File: config.mk
export PLATFORM = sky130hd
export DESIGN_NAME = lsu_ctrl
export DESIGN_NICKNAME = d
export VERILOG_FILES = /design/src/rtl/lsu_ctrl.sv
export SDC_FILE = /design/constraint.sdc
export NUM_CORES = 1
export LEC_CHECK = 0
export ABC_AREA = 1
export CAP_MARGIN = 20
export CORE_ASPECT_RATIO = 1.2
export CORE_MARGIN = 2
export CORE_UTILIZATION = 51
export CTS_CLUSTER_SIZE = 16
export DETAILED_ROUTE_END_ITERATION = 10
export PLACE_DENSITY_LB_ADDON = 0.12
export SKIP_LAST_GASP = 1
export SYNTH_ARGS = -nofsm -noshare
export SYNTH_HDL_FRONTEND = slang
export SYNTH_SLANG_ARGS = --single-unit
File: constraint.sdc
create_clock -name clk -period 10.89 [get_ports clk]
set_clock_uncertainty 0.1 [all_clocks]
set_input_delay 2.178 -clock clk [delete_from_list [all_inputs] [get_ports clk]]
set_output_delay 2.178 -clock clk [all_outputs]
set_load 0.05 [all_outputs]
File: src/rtl/lsu_ctrl.sv
// lsu_ctrl: load/store controller driving a word-wide big-endian data memory, with
// read-modify-write for sub-word stores. Optional misalignment trap: LSU_MISALIGN_TRAP_EN.
module lsu_ctrl #(
    parameter int unsigned MEM_BYTES = 128
) (
    input  logic        clk,
    input  logic        rst,
    input  logic        req_valid,
    output logic        req_ready,
    input  logic        req_write,
    input  logic [1:0]  req_size,
    input  logic        req_signed,
    input  logic [31:0] req_addr,
    input  logic [31:0] req_wdata,
    output logic        resp_valid,
    output logic        resp_err,
    output logic [31:0] resp_rdata,
    output logic [31:0] MemAddr,
    output logic [31:0] MemWriteData,
    output logic        MemWrite,
    output logic        MemRead,
    input  logic [31:0] MemReadData
);

    typedef enum logic [1:0] {
        ST_IDLE = 2'd0,
        ST_RD   = 2'd1,
        ST_WR   = 2'd2,
        ST_DONE = 2'd3
    } state_t;

    localparam logic [31:0] MEM_LIMIT = 32'(MEM_BYTES);

    state_t      state_q, state_d;
    logic [31:0] addr_q, addr_d;
    logic [1:0]  size_q, size_d;
    logic        write_q, write_d;
    logic        signed_q, signed_d;
    logic        err_q, err_d;
    logic [31:0] wdata_q, wdata_d;
    logic [31:0] word_q, word_d;

    logic        accept_s;
    logic        size_err_s;
    logic        range_err_s;
    logic        misalign_s;
    logic        req_err_s;
    logic [31:0] aligned_addr_s;

    // Pick the addressed lane out of a big-endian word and extend it.
    function automatic logic [31:0] load_extract(input logic [31:0] word, input logic [1:0] off,
                                                 input logic [1:0] size, input logic sgn);
        logic [7:0]  b;
        logic [15:0] h;
        logic [31:0] res;
        case (off)
            2'd0:    b = word[31:24];
            2'd1:    b = word[23:16];
            2'd2:    b = word[15:8];
            default: b = word[7:0];
        endcase
        h = off[1] ? word[15:0] : word[31:16];
        case (size)
            2'b00:   res = sgn ? {{24{b[7]}}, b} : {24'd0, b};
            2'b01:   res = sgn ? {{16{h[15]}}, h} : {16'd0, h};
            2'b10:   res = word;
            default: res = 32'd0;
        endcase
        return res;
    endfunction

    // Replace the addressed lane of the captured word with the store data.
    function automatic logic [31:0] merge_lane(input logic [31:0] word, input logic [31:0] wdata,
                                               input logic [1:0] off, input logic [1:0] size);
        logic [31:0] res;
        res = word;
        case (size)
            2'b00: begin
                case (off)
                    2'd0:    res[31:24] = wdata[7:0];
                    2'd1:    res[23:16] = wdata[7:0];
                    2'd2:    res[15:8]  = wdata[7:0];
                    default: res[7:0]   = wdata[7:0];
                endcase
            end
            2'b01: begin
                if (off[1]) begin
                    res[15:0] = wdata[15:0];
                end else begin
                    res[31:16] = wdata[15:0];
                end
            end
            default: res = wdata;
        endcase
        return res;
    endfunction

    assign accept_s = req_valid && (state_q == ST_IDLE);

    // Request screening and alignment of the address that will be latched.
    always_comb begin
        size_err_s  = (req_size == 2'b11);
        range_err_s = (req_addr >= MEM_LIMIT);
`ifdef LSU_MISALIGN_TRAP_EN
        misalign_s     = ((req_size == 2'b01) && req_addr[0]) ||
                         ((req_size == 2'b10) && (req_addr[1:0] != 2'b00));
        aligned_addr_s = req_addr;
`else
        misalign_s = 1'b0;
        case (req_size)
            2'b01:   aligned_addr_s = {req_addr[31:1], 1'b0};
            2'b10:   aligned_addr_s = {req_addr[31:2], 2'b00};
            default: aligned_addr_s = req_addr;
        endcase
`endif
        req_err_s = size_err_s || range_err_s || misalign_s;
    end

    // State register.
    always_ff @(posedge clk or posedge rst) begin
        if (rst) begin
            state_q <= ST_IDLE;
        end else begin
            state_q <= state_d;
        end
    end

    // Next-state logic; word stores skip the read phase.
    always_comb begin
        state_d = state_q;
        case (state_q)
            ST_IDLE: begin
                if (!accept_s) begin
                    state_d = ST_IDLE;
                end else if (req_err_s) begin
                    state_d = ST_DONE;
                end else if (req_write && (req_size == 2'b10)) begin
                    state_d = ST_WR;
                end else begin
                    state_d = ST_RD;
                end
            end
            ST_RD:   state_d = write_q ? ST_WR : ST_DONE;
            ST_WR:   state_d = ST_DONE;
            ST_DONE: state_d = ST_IDLE;
            default: state_d = ST_IDLE;
        endcase
    end

    // Request latches and captured read word.
    always_ff @(posedge clk or posedge rst) begin
        if (rst) begin
            addr_q   <= 32'd0;
            size_q   <= 2'd0;
            write_q  <= 1'b0;
            signed_q <= 1'b0;
            err_q    <= 1'b0;
            wdata_q  <= 32'd0;
            word_q   <= 32'd0;
        end else begin
            addr_q   <= addr_d;
            size_q   <= size_d;
            write_q  <= write_d;
            signed_q <= signed_d;
            err_q    <= err_d;
            wdata_q  <= wdata_d;
            word_q   <= word_d;
        end
    end

    // Latch the request on accept; capture memory data at the end of RD.
    always_comb begin
        addr_d   = addr_q;
        size_d   = size_q;
        write_d  = write_q;
        signed_d = signed_q;
        err_d    = err_q;
        wdata_d  = wdata_q;
        word_d   = word_q;
        if (accept_s) begin
            addr_d   = aligned_addr_s;
            size_d   = req_size;
            write_d  = req_write;
            signed_d = req_signed;
            err_d    = req_err_s;
            wdata_d  = req_wdata;
        end else if (state_q == ST_RD) begin
            word_d = MemReadData;
        end else begin
            word_d = word_q;
        end
    end

    // Outputs decoded from state and latches only, so reset clears them at once.
    always_comb begin
        req_ready    = (state_q == ST_IDLE);
        resp_valid   = (state_q == ST_DONE);
        resp_err     = (state_q == ST_DONE) && err_q;
        resp_rdata   = 32'd0;
        MemAddr      = 32'd0;
        MemWriteData = 32'd0;
        MemRead      = (state_q == ST_RD);
        MemWrite     = (state_q == ST_WR);
        if ((state_q == ST_DONE) && !err_q && !write_q) begin
            resp_rdata = load_extract(word_q, addr_q[1:0], size_q, signed_q);
        end else begin
            resp_rdata = 32'd0;
        end
        if ((state_q == ST_RD) || (state_q == ST_WR)) begin
            MemAddr = {addr_q[31:2], 2'b00};
        end else begin
            MemAddr = 32'd0;
        end
        if (state_q == ST_WR) begin
            MemWriteData = (size_q == 2'b10) ? wdata_q : merge_lane(word_q, wdata_q, addr_q[1:0], size_q);
        end else begin
            MemWriteData = 32'd0;
        end
    end

endmodule
==> results of run 1 <==
## logic make-up (layout without fill, tap and decap cells)
family	after synthesis	in the layout	synth area share, %
other	1	2	0.0568
adder cells (fa/ha/maj)	7	7	1.33
flip-flops	103	103	39.0
buffers and inverters	200	368	12.3
AND/OR/NAND/NOR	565	565	34.5
AO/OA/AOI/OAI	160	160	12.8
## layout by cell type, fill, tap and decap left out, drive strengths merged
cell type | netlist | routed
nand3b | 1 | 1
ha | 7 | 7
nand2 | 461 | 461
clkdlybuf4s50 | 0 | 201
clkbuf | 32 | 11
nand4 | 24 | 24
inv | 143 | 145
o21ai | 102 | 102
bufinv | 0 | 1
nor2 | 41 | 41
dfrtp | 103 | 103
nand3 | 38 | 38
buf | 24 | 8
clkinv | 1 | 2
a22oi | 2 | 2
conb | 1 | 2
a21oi | 56 | 56
## registers in the layout (all words and copies together), names as in the netlist
name and cells:
addr_q 32, wdata_q 32, word_q 32, size_q 2, state_q 2, err_q 1
signed_q 1, write_q 1
## worst max-delay path: cells and delay by family (launching register included)
family	cells	cell delay [ns]
simple gates	3	1.45
buf+inv	1	0.82
flops	1	0.70
compound gates	2	0.40
## area by class of cell
type,instances,area share [%]
Tap cell,164,2.29
Timing Repair Buffer,209,23.5
Inverter,144,6.07
Sequential cell,103,28.8
Clock buffer,11,2.71
Clock inverter,4,0.587
Multi-Input combinational cell,734,36.0
## how the worst min path moves through the flow
stage                     startpoint    endpoint  slack [ns]
after floorplan           addr_q[10]  addr_q[10]        0.35
after global placement     addr_q[3]   addr_q[3]        0.36
after detailed placement  addr_q[10]  addr_q[10]        0.37
after CTS                  addr_q[3]   addr_q[3]        0.38
after global routing      addr_q[10]  addr_q[10]        0.40
final                     addr_q[30]  addr_q[30]        0.38
## through the flow
stage / instance area [um2] / cells
3_3_place_gp: 8610 / 1352
4_1_cts: 8900 / 1367
2_1_floorplan: 6610 / 1037
5_1_grt: 8950 / 1369
3_5_place_dp: 8610 / 1352
6_report: 8950 / 1369
## layer usage
metal  wire length [um]  vias up  track usage, %
met3               1970       59            6.84
li1                   -     3512               -
met4               1120        0            16.3
met5                  0        -               0
met1               8620     3190            40.6
met2              10000      352            51.0
## power breakdown
| group | switching [mW] | internal [mW] |
|---|---|---|
| logic | 1.34 | 0.576 |
| clock network | 0.150 | 0.185 |
| registers | 0.206 | 0.566 |
==> impl_metrics.toml, run 1 <==
[setup_path]
r2r_slack_ns = 8.65
crit_arrival_ns = 3.73
timing.critical_path.to = "resp_rdata[14]"
crit_path_start = "size_q[1]"
required_ns = 8.61
critPathCaptureType = "output pin"
crit_type = "reg2out"
crit-reg2reg-capture = "addr_q[0]"
max_stage_delay_ns = 0.90
crit_path_top_delay_cell = "sky130_fd_sc_hd__nor2_2"
worstRegToRegCells = 7
worstReg2RegStart = "state_q[0]"
timing.critical_path.cells = "nor2_2 > nand2_1 > o21ai_2 > nand3_4 > a21oi_1 > clkdlybuf4s50_1"
crit_path_max_fanout = 27
worst_setup_path_start_kind = "flop"

[sta]
final_max_slew_viol_count = 0
whs_ns = 0.381
finalSetupViolations = 0
unrepaired_setup_endpoints_after_global_routing = "no"
slew-limit-headroom_pct = 29.4
setup_slack_ns = 4.89
setup-tns-final_ns = 0
finalHoldViolCount = 0
share_of_the_clock_period_used_by_the_worst_path_pct = 55.1
finalCriticalPeriod_ns = 6.00
worst_margin_slew_ns = 1.06
fmax_ghz = 0.167

[drt]
routedWlPerCell_um = 15.9
via_per_inst = 5.20
drtAntennaViolNets = 0
route.detailed.drc = 0
drtPass1Iterations = 6
drt_wl_total_mm = 21.8
drtIter0Drc = 535
num_vias = 7113

[power_and_ir_drop]
p_total_mw = 3.02
pwr_dens_mw_per_mm2 = 337
p_leak_nw = 4.49
max_rail_drop_vdd_mv = 0.252

[final_layout]
final_net_count = 1311
num-fill-cells = 1142
multiInputGateArea_mm2 = 0.00322
register_area_mm2 = 0.00258
final_core_utilization_pct = 70.6
syn_to_final_growth_pct = 35.6
drive_above_1_share_pct = 4.98
antenna-diode-count = 0

[grt]
grt-ovfl-total = 0
global_route_wire_length_before_repair_mm = 34.3
first_global_vias = 6663
maximum_number_of_pins_on_one_net_before_global_route_repair = 84
initial_antenna_violation_count = 0
grt_util_all_layers_pct = 31.8

[place]
buffer_ports.inserted = 201
place_congestion = 1.02
dp_hpwl_mm = 16.3
preCtsSetupSlack_ns = 5.31

[cts]
clkSlewWorstSetupHoldPaths_ns = 0.07
max-clock-path-buffers = 2
inserted_clock_buffers = 9
clock_sinks = 103
post_cts_buffers = 0
postCtsHoldBufs = 0
insertion_delay_ns = 0.35
cts-root-buf = "sky130_fd_sc_hd__clkbuf_16"
cts-htree-levels = 3
post_cts.resized_instances = 0
clock_tree_from_tritoncts = "done"

[floorplanning]
fp.dieW_um = 108
die_height_um = 129
fp.dieArea_mm2 = 0.0139
initial_core_util_pct = 52.1
num_rows = 45
io_pins = 204
placeableCoreArea_mm2 = 0.0127

[yosys]
synth_top_flop_cell = "sky130_fd_sc_hd__dfrtp_1"
synth_seq_cells = 103
netlist.area_leader.share_pct = 39.0
synth.top_cells.by_count = "sky130_fd_sc_hd__nand2_1, sky130_fd_sc_hd__inv_1, sky130_fd_sc_hd__dfrtp_1"
yosysWarnings = 0
yosys.cell_types.count = 28
ys_top_cells_by_area = "sky130_fd_sc_hd__dfrtp_1, sky130_fd_sc_hd__nand2_1, sky130_fd_sc_hd__inv_1, sky130_fd_sc_hd__o21ai_0, sky130_fd_sc_hd__a21oi_1"
synthCells = 1036
post-synth-top-count-cell = "sky130_fd_sc_hd__nand2_1"
post-synth-top-area-cell = "sky130_fd_sc_hd__dfrtp_1"
synth_edf_count = 0
synth.yosys.seq_area_share_pct = 39.0
synth.avg_cell_area_um2 = 6.37
synthArstFlopShare_pct = 100
syn_area_mm2 = 0.00660

[flow_run]
cap_viol_max_count = 0

[worst_hold_path]
holdCritPathClass = "reg2reg"
holdPathStages = 2

[outcome]
status = "complete, no violations"
(Power assumes the default switching activity.)
==> run 2, diff against run 1 <==
--- a/config.mk
+++ b/config.mk
@@ -9,7 +9,7 @@
 export CAP_MARGIN = 20
 export CORE_ASPECT_RATIO = 1.2
 export CORE_MARGIN = 2
-export CORE_UTILIZATION = 51
+export CORE_UTILIZATION = 43
 export CTS_CLUSTER_SIZE = 16
 export DETAILED_ROUTE_END_ITERATION = 10
 export PLACE_DENSITY_LB_ADDON = 0.12
==> constraint.sdc (replaced) <==
create_clock -name clk -period 5.35 [get_ports clk]
set_clock_uncertainty 0.1 [all_clocks]
set_input_delay 1.07 -clock clk [delete_from_list [all_inputs] [get_ports clk]]
set_output_delay 1.07 -clock clk [all_outputs]
set_load 0.05 [all_outputs]
==> run 2 against run 1 <==
Against the previous run:
- combinational power rose by 100%
- final area rose by 1.3%
- die area rose by 18%
- critical endpoint is now resp_rdata[13]
- worst setup slack got worse by 3.9 ns
- utilization fell by 10 points
- final cell count rose by 3.4%
- via count fell by 0.55%
- largest power group unchanged
- highest routed layer unchanged
- first-iteration DRC count rose by 12%
- global-route usage fell by 4.7 points
- clock power rose by 120%
==> impl_metrics.toml, run 2 (synthesis results as in run 1) <==
[cts]
post_cts_buffers = 0
insertion_delay_ns = 0.36
clkSlewWorstSetupHoldPaths_ns = 0.08
clock_sinks = 103
clock_tree_from_tritoncts = "done"
cts-root-buf = "sky130_fd_sc_hd__clkbuf_16"
cts-htree-levels = 3
max-clock-path-buffers = 2
post_cts.resized_instances = 0
postCtsHoldBufs = 0
inserted_clock_buffers = 9

[sta]
slew-limit-headroom_pct = 29.9
share_of_the_clock_period_used_by_the_worst_path_pct = 81.4
fmax_ghz = 0.230
setup_slack_ns = 0.997
unrepaired_setup_endpoints_after_global_routing = "no"
setup-tns-final_ns = 0
finalCriticalPeriod_ns = 4.35
whs_ns = 0.381
finalSetupViolations = 0
finalHoldViolCount = 0
worst_margin_slew_ns = 1.05
final_max_slew_viol_count = 0

[final_layout]
layout_commonest_cell = "sky130_fd_sc_hd__nand2_1"
drive_above_1_share_pct = 5.61
layoutNonFillerInstCount = 1416
layout_top_registers = "addr_q x32, wdata_q x32, word_q x32"
final_core_utilization_pct = 60.4
syn_to_final_growth_pct = 37.3
layout_common_cells = "sky130_fd_sc_hd__nand2_1, sky130_fd_sc_hd__clkdlybuf4s50_1, sky130_fd_sc_hd__inv_1, sky130_fd_sc_hd__dfrtp_1, sky130_fd_sc_hd__o21ai_0"
layout.cell_area.non_filler_mm2 = 0.00907
num-fill-cells = 1475
final_net_count = 1317
antenna-diode-count = 0

[setup_path]
crit_path_top_delay_cell = "sky130_fd_sc_hd__clkdlybuf4s50_1"
crit_type = "reg2out"
critPathTopFamily = "simple AND/OR/NAND/NOR gates"
path_depth = 6
crit_arrival_ns = 3.18
timing.critical_path.to = "resp_rdata[13]"
crit_path_max_fanout = 24
critical_path.n_buffers_inverters = 1
critPathCaptureType = "output pin"
timing.critical_path.cells = "nor2_2 > nand2_1 > nand3_1 > nand3_4 > a21oi_1 > clkdlybuf4s50_1"
max_stage_delay_ns = 0.82
required_ns = 4.18
crit-reg2reg-capture = "wdata_q[30]"
worst_setup_path_start_kind = "flop"
worstRegToRegCells = 7
worstReg2RegStart = "state_q[0]"
r2r_slack_ns = 2.94
crit_path_start = "addr_q[1]"

[power_and_ir_drop]
p_total_mw = 6.18
max_rail_drop_vdd_mv = 0.423
p_leak_nw = 4.53
pwr_dens_mw_per_mm2 = 682

[flow_run]
cap_viol_max_count = 0

[place]
place.detailed.instances = 1399
preCtsSetupSlack_ns = 1.40
placedInstanceArea_mm2 = 0.00871
place_congestion = 0.966
buffer_ports.inserted = 201
dp_hpwl_mm = 16.3

[drt]
routedWlPerCell_um = 15.5
drtIter0Drc = 599
num_vias = 7074
via_per_inst = 5.00
route.detailed.drc = 0
drtPass1Iterations = 8
drtAntennaViolNets = 0
drt_wl_total_mm = 21.9

[grt]
global_route_wire_length_before_repair_mm = 34.5
maximum_number_of_pins_on_one_net_before_global_route_repair = 82
grt_util_all_layers_pct = 27.2
grt-ovfl-total = 0
initial_antenna_violation_count = 0
first_global_vias = 6727

[worst_hold_path]
holdCritPathClass = "reg2reg"

[floorplanning]
num_rows = 49
placeableCoreArea_mm2 = 0.0150
fp.dieArea_mm2 = 0.0164
initial_core_util_pct = 44.0
io_pins = 204
fp.dieW_um = 117
die_height_um = 140

[outcome]
status = "complete, no violations"
run 2: worst register-to-register path: cells and delay by family, from the launching register on:
kind / cells / cell delay (ns)
and+or+nand+nor: 3 / 0.27
DFF: 1 / 0.38
buffers and inverters: 3 / 1.29
adders and majority gates: 1 / 0.27
run 2: final cells by class:
| type | instances | area [um2] | share of cell area [%] |
|---|---|---|---|
| multi-input cells | 734 | 3220 | 35.6 |
| flip-flops and latches | 103 | 2580 | 28.4 |
| repair buffers | 215 | 2140 | 23.6 |
| inverters | 144 | 543 | 5.99 |
| well taps | 204 | 255 | 2.82 |
| clock buffers | 9 | 225 | 2.48 |
| clock inverters | 7 | 104 | 1.15 |
run 2: worst min path at each step:
stage | from | to | slack [ns] | cells after the start
finish | addr_q[3] | addr_q[3] | 0.38 | 2
global route | addr_q[14] | addr_q[14] | 0.40 | 2
CTS | addr_q[3] | addr_q[3] | 0.39 | 2
detailed placement | addr_q[2] | addr_q[2] | 0.37 | 2
global placement | addr_q[9] | addr_q[9] | 0.36 | 2
floorplan | addr_q[10] | addr_q[10] | 0.35 | 2
run 2: routing by layer:
| metal | up-vias | routed length, um | global-route usage, % |
|---|---|---|---|
| met5 | - | 0 | 0 |
| met4 | 0 | 1090 | 14.4 |
| met3 | 54 | 2070 | 5.97 |
| met2 | 325 | 9740 | 41.3 |
| met1 | 3166 | 8990 | 35.9 |
| li1 | 3529 | - | - |
run 2: where the power goes:
group	switching, mW	internal [mW]	total (mW)
Sequential	0.392	1.15	1.54
Combinational	2.72	1.18	3.91
Clock	0.316	0.417	0.732
